File: config.mk
export PLATFORM = sky130hd
export DESIGN_NAME = shift_sequencer_flat
export DESIGN_NICKNAME = d
export VERILOG_FILES = /design/src/rtl/shift_pkg.sv /design/src/rtl/shift_sequencer_if.sv /design/src/rtl/shift_step1.sv /design/src/rtl/shift_sequencer.sv /design/src/flat_wrapper.sv
export SDC_FILE = /design/constraint.sdc
export NUM_CORES = 1
export LEC_CHECK = 0
export ABC_AREA = 0
export CAP_MARGIN = 20
export CORE_UTILIZATION = 49
export CTS_CLUSTER_DIAMETER = 150
export DETAILED_ROUTE_END_ITERATION = 10
export PLACE_DENSITY = 0.91
export SYNTH_ARGS = -nofsm -noshare
export SYNTH_HDL_FRONTEND = slang
export SYNTH_SLANG_ARGS = --single-unit
File: constraint.sdc
create_clock -name clk -period 3.2 [get_ports clk]
set_clock_uncertainty 0.1 [all_clocks]
set_input_delay 0.8 -clock clk [delete_from_list [all_inputs] [get_ports clk]]
set_output_delay 0.8 -clock clk [all_outputs]
set_load 0.03 [all_outputs]
File: src/rtl/shift_pkg.sv
// Shared encodings and default sizing for the shift sequencer block.
package shift_pkg;

  localparam int DEF_WIDTH = 16;
  localparam int DEF_CNTW  = 4;

  typedef enum logic [1:0] {
    OP_SLL = 2'b00,
    OP_SRL = 2'b01,
    OP_ROL = 2'b10,
    OP_ROR = 2'b11
  } op_e;

  typedef enum logic [1:0] {
    IDLE  = 2'b00,
    SHIFT = 2'b01,
    DONE  = 2'b10
  } state_e;

endpackage

File: src/rtl/shift_sequencer_if.sv
// Request/result handshake bundle for shift_sequencer; master drives requests, slave is the sequencer.
interface shift_sequencer_if
  import shift_pkg::*;
#(
  parameter int WIDTH = DEF_WIDTH,
  parameter int CNTW  = DEF_CNTW
);

  logic             InValid;
  logic             InReady;
  logic [WIDTH-1:0] In;
  logic [CNTW-1:0]  Cnt;
  logic [1:0]       Op;
  logic             OutValid;
  logic             OutReady;
  logic [WIDTH-1:0] Out;
  logic             Busy;

  modport master (
    output InValid, In, Cnt, Op, OutReady,
    input  InReady, OutValid, Out, Busy
  );

  modport slave (
    input  InValid, In, Cnt, Op, OutReady,
    output InReady, OutValid, Out, Busy
  );

endinterface

File: src/rtl/shift_step1.sv
// Combinational single-bit shift/rotate step.
// Rotate wrap exists only when SHIFT_SEQ_ROTATE_EN is defined; otherwise ROL/ROR act as SLL/SRL.
module shift_step1
  import shift_pkg::*;
#(
  parameter int WIDTH = DEF_WIDTH
) (
  input  logic [WIDTH-1:0] In,
  input  logic [1:0]       Op,
  output logic [WIDTH-1:0] Out
);

  // One-bit step selected by the latched operation
  always_comb begin
    Out = In;
    case (Op)
      OP_SLL:  Out = {In[WIDTH-2:0], 1'b0};
      OP_SRL:  Out = {1'b0, In[WIDTH-1:1]};
`ifdef SHIFT_SEQ_ROTATE_EN
      OP_ROL:  Out = {In[WIDTH-2:0], In[WIDTH-1]};
      OP_ROR:  Out = {In[0], In[WIDTH-1:1]};
`else
      OP_ROL:  Out = {In[WIDTH-2:0], 1'b0};
      OP_ROR:  Out = {1'b0, In[WIDTH-1:1]};
`endif
      default: Out = In;
    endcase
  end

endmodule

File: src/rtl/shift_sequencer.sv
// Multi-cycle shifter: one bit per cycle, Cnt+1 cycles from request to result.
// Optional rotate support via SHIFT_SEQ_ROTATE_EN (handled inside shift_step1).
module shift_sequencer
  import shift_pkg::*;
#(
  parameter int WIDTH = DEF_WIDTH,
  parameter int CNTW  = DEF_CNTW
) (
  input  logic               clk,
  input  logic               rst,
  shift_sequencer_if.slave   bus
);

  localparam logic [CNTW-1:0] CNT_ONE = CNTW'(1'b1);

  state_e           state_r;
  state_e           state_nx_s;
  logic [WIDTH-1:0] work_r;
  logic [WIDTH-1:0] step_s;
  logic [CNTW-1:0]  cnt_r;
  logic [1:0]       op_r;
  logic             in_ready_r;
  logic             out_valid_r;
  logic             busy_r;

  shift_step1 #(.WIDTH(WIDTH)) u_step (
    .In  (work_r),
    .Op  (op_r),
    .Out (step_s)
  );

  // Next-state decode
  always_comb begin
    state_nx_s = state_r;
    case (state_r)
      IDLE: begin
        if (bus.InValid) begin
          if (bus.Cnt == '0) begin
            state_nx_s = DONE;
          end else begin
            state_nx_s = SHIFT;
          end
        end else begin
          state_nx_s = IDLE;
        end
      end
      SHIFT: begin
        if (cnt_r == CNT_ONE) begin
          state_nx_s = DONE;
        end else begin
          state_nx_s = SHIFT;
        end
      end
      DONE: begin
        if (bus.OutReady) begin
          state_nx_s = IDLE;
        end else begin
          state_nx_s = DONE;
        end
      end
      default: state_nx_s = IDLE;
    endcase
  end

  // State, datapath and registered status flags (flags follow the next state)
  always_ff @(posedge clk) begin
    if (rst) begin
      state_r     <= IDLE;
      work_r      <= '0;
      cnt_r       <= '0;
      op_r        <= OP_SLL;
      in_ready_r  <= 1'b1;
      out_valid_r <= 1'b0;
      busy_r      <= 1'b0;
    end else begin
      state_r     <= state_nx_s;
      in_ready_r  <= (state_nx_s == IDLE);
      out_valid_r <= (state_nx_s == DONE);
      busy_r      <= (state_nx_s == SHIFT) || (state_nx_s == DONE);
      case (state_r)
        IDLE: begin
          if (bus.InValid) begin
            work_r <= bus.In;
            cnt_r  <= bus.Cnt;
            op_r   <= bus.Op;
          end
        end
        SHIFT: begin
          work_r <= step_s;
          cnt_r  <= cnt_r - CNT_ONE;
        end
        default: begin
        end
      endcase
    end
  end

  assign bus.InReady  = in_ready_r;
  assign bus.OutValid = out_valid_r;
  assign bus.Busy     = busy_r;
  assign bus.Out      = work_r;

endmodule
File: src/flat_wrapper.sv
// flat-port wrapper written by rule: the top's interface ports become plain ports
module shift_sequencer_flat import shift_pkg::*;
#(
  parameter int WIDTH = DEF_WIDTH,
  parameter int CNTW  = DEF_CNTW
)
  (clk, rst, bus_InValid, bus_In, bus_Cnt, bus_Op, bus_OutReady, bus_InReady, bus_OutValid, bus_Out, bus_Busy);
  shift_sequencer_if #(.WIDTH(WIDTH), .CNTW(CNTW)) bus_i ();
  input  logic clk;
  input  logic rst;
  input wire logic [$bits(bus_i.InValid)-1:0] bus_InValid;
  input wire logic [$bits(bus_i.In)-1:0] bus_In;
  input wire logic [$bits(bus_i.Cnt)-1:0] bus_Cnt;
  input wire logic [$bits(bus_i.Op)-1:0] bus_Op;
  input wire logic [$bits(bus_i.OutReady)-1:0] bus_OutReady;
  output wire logic [$bits(bus_i.InReady)-1:0] bus_InReady;
  output wire logic [$bits(bus_i.OutValid)-1:0] bus_OutValid;
  output wire logic [$bits(bus_i.Out)-1:0] bus_Out;
  output wire logic [$bits(bus_i.Busy)-1:0] bus_Busy;
  assign bus_i.InValid = bus_InValid;
  assign bus_i.In = bus_In;
  assign bus_i.Cnt = bus_Cnt;
  assign bus_i.Op = bus_Op;
  assign bus_i.OutReady = bus_OutReady;
  assign bus_InReady = bus_i.InReady;
  assign bus_OutValid = bus_i.OutValid;
  assign bus_Out = bus_i.Out;
  assign bus_Busy = bus_i.Busy;
  shift_sequencer #(.WIDTH(WIDTH), .CNTW(CNTW)) u_core (.clk(clk), .rst(rst), .bus(bus_i));
endmodule
==> results by group, run 1 <==
Die
  – # IOs: 45
  – Die Span Y: between 50 and 60 µm
  – Die area: between 3000 and 4000 µm²
  – Overall die width: between 50 and 60 µm
  – CORE AREA: 2780 µm²
  – Initial Util: 0.521
  – Rows: 19

Synthesis
  – Yosys cell types: 37
  – Syn Area/Cell: around 8.6 µm²
  – Sequential area share after synthesis: 0.359
  – Syn Nets: ~200
  – Cell taking the most area after synthesis: dfxtp_1
  – Post-synth design cell area: approximately 1400 µm²
  – Synth area leaders: dfxtp_1, nor4_2, nor2b_1, a211oi_1, nor3_1
  – Synth warn: 0
  – Synthesized instance count: ~170
  – Yosys reg bits: 26
  – Post-synth top area share: 0.359

Cells and area
  – Area Overhead vs Synth: 30.9%
  – Layout cell share with drive strength beyond 1: 0.103
  – Post-Layout Cell Count: between 200 and 250
  – Layout net count: around 230
  – Diodes inserted: 0
  – Sequential cell area: around 520 µm²
  – Most frequent cells in the layout: clkdlybuf4s50_1, dfxtp_1, nor2b_1
  – Most common cell after layout, fill and taps aside: clkdlybuf4s50_1
  – Finished Core Util: 0.682
  – Multi-input logic area: 830 µm²
  – Fill cells: approximately 230
  – Design area: around 1900 µm²

Status
  – Outcome: completed

Critical path
  – Delay of the slowest critical-path stage: 0.48 ns
  – Worst R2R Setup Slack: 1.20 ns
  – WP buf/inv: 1
  – Worst reg-to-reg path cell count: 5
  – Reg2reg start: u_core.state_r[0]
  – Slowest cell on crit path: nor4_1
  – Worst setup EP type: register
  – CP Class: in -> reg
  – CP Launch Type: input port
  – Worst reg2reg path endpoint: u_core.bus.InReady
  – Crit path cell chain: clkdlybuf4s50_1, nor4_1, a211oi_2, a21o_1, ha_1, or2_2
  – CP arrival: 2.50 ns
  – Critical path peak fanout: 3
  – WP data required: roughly 3.3 ns
  – Crit path max-delay family: simple AND/OR/NAND/NOR gates

Worst hold path
  – HP Start: u_core.cnt_r[0]
  – WHS Path Cells: 2
  – Hold Path Sink: u_core.cnt_r[0]
  – Worst Hold Class: reg -> reg

STA
  – Final period utilization: 0.739
  – Slew Limit Fails: 0
  – Final hold vios: 0
  – Relative slew slack: 0.356
  – RSZ-0062 raised after global routing: no
  – Tightest Pin Transition: between 0.9 and 1 ns
  – Final setup fails: 0
  – TNS Setup: 0 ns
  – Highest Clock Rate: 0.423 GHz
  – Minimum clock period: 2.37 ns

Placement
  – Port Buffers: between 40 and 50
  – Placed inst area: 1860 µm²
  – Placed wire-length estimate: around 2.5 mm
  – DP Cell Count: 230
  – Final GP Congestion: ~0.79

Clocking
  – Root buffer cell: clkbuf_4
  – CTS tree: yes
  – H-tree Lvls: 1
  – Hold Buf Count CTS: 0
  – CTS Sinks: 26
  – Inserted Clock Buffers: 3
  – Clock slew at reported path FFs: roughly 0.14 ns
  – Skew-Pair Late Insertion Delay: around 0.32 ns
  – # Post-CTS Setup Buffers: 0
  – Post-CTS Resized: 0
  – Clock buffer depth: 2

Detailed routing
  – Post-route ant nets: 0
  – Drt wl/cell: about 15 µm
  – Initial DRC Count: 34
  – Drt pass-1 iters: 4
  – WL final: around 3.5 mm
  – DRC violations left: 0
  – Number of vias per cell: approximately 5.9
  – Via Count: between 1k and 1.5k

Global route
  – GRT Max-Usage Layer: met2
  – First-pass GRT wire length: roughly 5.8 mm
  – Met1 Use GR: 0.262
  – Met2 usage: 0.420
  – Vias in the first global route: between 1k and 1.5k
  – Met3 Use GR: 0.0230
  – Initial antenna violation count: 0
  – Global-route usage over all layers: 0.223
  – Largest net degree at the start of global routing: 32
  – Gr ovfl total: 0

Power and ir drop
  – VDD IR-drop max: 319 µV
  – LEAKAGE: 0.000685 µW
  – Pwr per Cell Area: 483 nW/µm²

Run
  – Max Cap Viol: 0
-- how the worst max path moves through the flow --
stage,from,endpoint,slack [ns],cells after the start
after floorplan,bus_Cnt[1],u_core.bus.InReady,1.09,5
after global placement,bus_Cnt[1],u_core.bus.InReady,0.55,6
after detailed placement,bus_Cnt[1],u_core.bus.InReady,0.47,6
after CTS,bus_Cnt[1],u_core.bus.InReady,0.82,6
after global routing,bus_Cnt[1],u_core.bus.Busy,0.80,6
final,bus_Cnt[1],u_core.bus.InReady,0.83,6
-- synth_stat cells --
master / number
a31oi_1: 2
buf_2: 10
a2111oi_2: 1
nor3b_2: 1
nor2b_1: 17
ha_1: 4
nor4bb_1: 1
or2_2: 1
o21ai_0: 1
o21a_1: 1
nor3b_1: 1
o211a_1: 1
inv_1: 5
a2bb2oi_1: 2
and3b_1: 1
o31a_1: 1
o21bai_1: 1
nor3_1: 16
dfxtp_1: 26
a211oi_2: 1
nand2_1: 5
or3b_2: 1
or3b_1: 1
nand3_1: 4
a211oi_1: 14
or3_1: 2
nand3b_1: 1
a21oi_1: 6
o211ai_1: 1
clkbuf_1: 4
nor2_1: 15
or2_1: 1
nor4_1: 6
nand2b_1: 2
a21o_1: 1
buf_4: 2
nor4_2: 9
-- sequential cells by signal, summed over array words and instances (netlist names) --
| name | cells |
|---|---|
| u_core.bus.Busy | 1 |
| u_core.cnt_r | 4 |
| u_core.bus.Out | 16 |
| u_core.state_r | 2 |
| u_core.op_r | 1 |
| u_core.bus.OutValid | 1 |
| u_core.bus.InReady | 1 |
-- per-stage QoR --
stage / setup WS, ns / total power (µW) / hold slack, ns
floorplan: 1.09 / 633 / 0.374
global placement: 0.555 / 742 / 0.397
detailed placement: 0.471 / 756 / 0.418
CTS: 0.821 / 917 / 0.443
global route: 0.799 / 961 / 0.480
finish: 0.834 / 916 / 0.449
-- worst min-delay path: cells and delay by family (launching register included) --
kind / cells / cell delay (ns)
AOI/OAI and AO/OA: 1 / 0.07
DFF: 1 / 0.36
and+or+nand+nor: 1 / 0.08
-- kinds of logic (layout without fill, tap and decap cells) --
family,after synthesis,count (layout),share of synthesized area
buffers and inverters,21,55,0.0682
AOI/OAI and AO/OA,33,33,0.170
and+or+nand+nor,85,85,0.368
adders and majority gates,4,4,0.0345
DFF,26,26,0.359
-- metal layers --
| metal | part of all wire | wire (µm) |
|---|---|---|
| met5 | 0 | 0 |
| met4 | 0.013 | 44 |
| met3 | 0.040 | 140 |
| met2 | 0.50 | 1760 |
| met1 | 0.44 | 1540 |
-- power breakdown --
group | internal (µW) | switching [µW]
clock | 69.6 | 96.7
sequential | 364 | 49.4
combinational | 158 | 178
-- layout make-up --
class / count / share of cell area
Clock buffer: 4 / 0.0191
Inverter: 5 / 0.00989
Multi-Input combinational cell: 122 / 0.437
Sequential cell: 26 / 0.274
Tap cell: 31 / 0.0204
Timing Repair Buffer: 46 / 0.239
Note: power is estimated with default switching activity, not from simulation.
==> inputs of run 2 (changes only) <==
--- a/config.mk
+++ b/config.mk
@@ -7,10 +7,10 @@
 export LEC_CHECK = 0
 export ABC_AREA = 0
 export CAP_MARGIN = 20
-export CORE_UTILIZATION = 49
+export CORE_UTILIZATION = 46
 export CTS_CLUSTER_DIAMETER = 150
 export DETAILED_ROUTE_END_ITERATION = 10
-export PLACE_DENSITY = 0.91
+export PLACE_DENSITY = 0.87
 export SYNTH_ARGS = -nofsm -noshare
 export SYNTH_HDL_FRONTEND = slang
 export SYNTH_SLANG_ARGS = --single-unit
==> constraint.sdc (replaced) <==
create_clock -name clk -period 2.2 [get_ports clk]
set_clock_uncertainty 0.1 [all_clocks]
set_input_delay 0.55 -clock clk [delete_from_list [all_inputs] [get_ports clk]]
set_output_delay 0.55 -clock clk [all_outputs]
set_load 0.03 [all_outputs]
==> run 2 against run 1 <==
  * Sequential share of layout area shrank 1.0 points
  * Utilization shrank 3.1 points
  * Die area grew 6.3%
  * First-iteration DRC count grew 5.9%
  * Cell area grew 4.0%
  * Critical endpoint is now bus_Out[11]
  * Via count shrank 1.2%
  * Power grew 42%
  * Final cell count grew 8.5%
  * Worst hold slack lost 0.014 ns
  * Critical path depth shrank 5
  * Combinational power grew 54%
==> results by group, run 2 (synthesized netlist as in run 1, its figures left out) <==
Status
  – Outcome: completed

STA
  – Final period utilization: 0.943
  – Tightest Pin Transition: approximately 0.44 ns
  – Final critical-path setup slack: roughly 0.13 ns
  – Final hold vios: 0
  – Minimum clock period: ~2.1 ns
  – RSZ-0062 raised after global routing: no
  – Final setup fails: 0
  – Slew Limit Fails: 0
  – Highest Clock Rate: slightly below 0.5 GHz
  – Relative slew slack: 0.709

Die
  – Die Span Y: between 50 and 60 µm
  – CORE AREA: about 3000 µm²
  – Die area: 3380 µm²
  – Overall die width: between 50 and 60 µm
  – Initial Util: 0.479
  – # IOs: 45
  – Rows: 20

Global route
  – Initial antenna violation count: 0
  – Vias in the first global route: around 1.3k
  – Largest net degree at the start of global routing: 32
  – Global-route usage over all layers: 0.204
  – Gr ovfl total: 0
  – First-pass GRT wire length: between 5 and 6 mm

Critical path
  – CP Launch Type: register
  – CP Class: reg -> out
  – Critical path peak fanout: 4
  – WP buf/inv: 1
  – Worst setup EP type: output port
  – CP arrival: roughly 1.4 ns
  – WP data required: between 1.5 and 2 ns
  – Slowest cell on crit path: clkdlybuf4s50_1
  – Crit path cell chain: clkdlybuf4s50_1
  – Crit path max-delay family: buffers and inverters
  – Delay of the slowest critical-path stage: about 0.69 ns

Clocking
  – H-tree Lvls: 1
  – # Post-CTS Setup Buffers: 0
  – CTS Sinks: 26
  – Inserted Clock Buffers: 3
  – Clock buffer depth: 2
  – Post-CTS Resized: 0
  – CTS tree: yes
  – Clock slew at reported path FFs: 0.13 ns
  – Hold Buf Count CTS: 0
  – Root buffer cell: clkbuf_4
  – Skew-Pair Late Insertion Delay: about 0.31 ns

Power and ir drop
  – Net Sw Power: between 400 and 500 µW
  – Sw frac: 0.355
  – Power Internal: between 800 and 900 µW
  – VDD IR-drop max: about 260 µV
  – Clock power share: 0.153
  – Pwr per Cell Area: 660 nW/µm²
  – LEAKAGE: 0.000721 µW
  – Comb pwr share: 0.399
  – Sequential share of power: 0.448

Detailed routing
  – Number of vias per cell: approximately 5.4
  – DR WL met2: approximately 1.7 mm
  – Met3 WL: 140 µm
  – Initial DRC Count: 36
  – Drt pass-1 iters: 4
  – Post-route ant nets: 0
  – WL final: between 3 and 4 mm
  – DRC violations left: 0
  – DR top layer: met4
  – Met1 wire length: roughly 1.4 mm
  – Via Count: 1368
  – Drt wl/cell: about 13 µm

Cells and area
  – Most common cell after layout, fill and taps aside: clkdlybuf4s50_1
  – Area Overhead vs Synth: 36.1%
  – Layout net count: 242
  – Post-Layout Cell Count: 254
  – Diodes inserted: 0
  – Most frequent cells in the layout: clkdlybuf4s50_1, dfxtp_1, nor2b_1
  – Max FFs per register: 16
  – Layout cell share with drive strength beyond 1: 0.133

Placement
  – Final GP Congestion: roughly 0.77
  – DP Cell Count: approximately 250
  – Placed wire-length estimate: 2.36 mm
  – Port Buffers: 43
  – Place WS: -0.179 ns

Run
  – Max Cap Viol: 0

Worst hold path
  – Worst Hold Class: reg -> reg
[run 2: power groups by stage]
| stage | Sequential [µW] | Clock, µW | Combinational, µW |
|---|---|---|---|
| after floorplan | 672 | 0 | 249 |
| after CTS | 583 | 207 | 520 |
| after detailed placement | 593 | 0 | 519 |
| final | 584 | 199 | 519 |
| after global placement | 592 | 0 | 509 |
| after global routing | 592 | 217 | 563 |
[run 2: per-stage QoR]
step                      setup TNS (ns)   util  hold WS (ns)  total power, µW  area (µm²)
after floorplan                        0      -         0.374              921        1450
after global placement            -0.234  0.644         0.401             1100        1950
after detailed placement          -0.349  0.644         0.423             1110        1950
after CTS                              0  0.651         0.442             1310        1970
after global routing                   0  0.651         0.475             1370        1970
final                                  0  0.651         0.436             1300        1970
[run 2: layout make-up]
class                      instances  area, µm²
fill                             246       1060
inverter                           5       18.8
timing repair buffer              54        526
tap                               44       55.1
clock buffer                       3       22.5
sequential                        26        520
multi-input combinational        122        830
[run 2: final timing paths]
kind                 startpoint              end  slack (ns)  cells after the start
max          u_core.bus.Out[11]      bus_Out[11]        0.13                      1
min             u_core.cnt_r[2]  u_core.cnt_r[2]        0.44                      2
max reg2reg     u_core.cnt_r[0]  u_core.bus.Busy        0.29                      6
min reg2reg     u_core.cnt_r[2]  u_core.cnt_r[2]        0.44                      2
[run 2: routing by layer]
| metal | GRT usage | vias to the layer above |
|---|---|---|
| li1 | - | 694 |
| met5 | 0 | - |
| met1 | 0.246 | 640 |
| met2 | 0.366 | 30 |
| met3 | 0.0357 | 4 |
| met4 | 0.0646 | 0 |
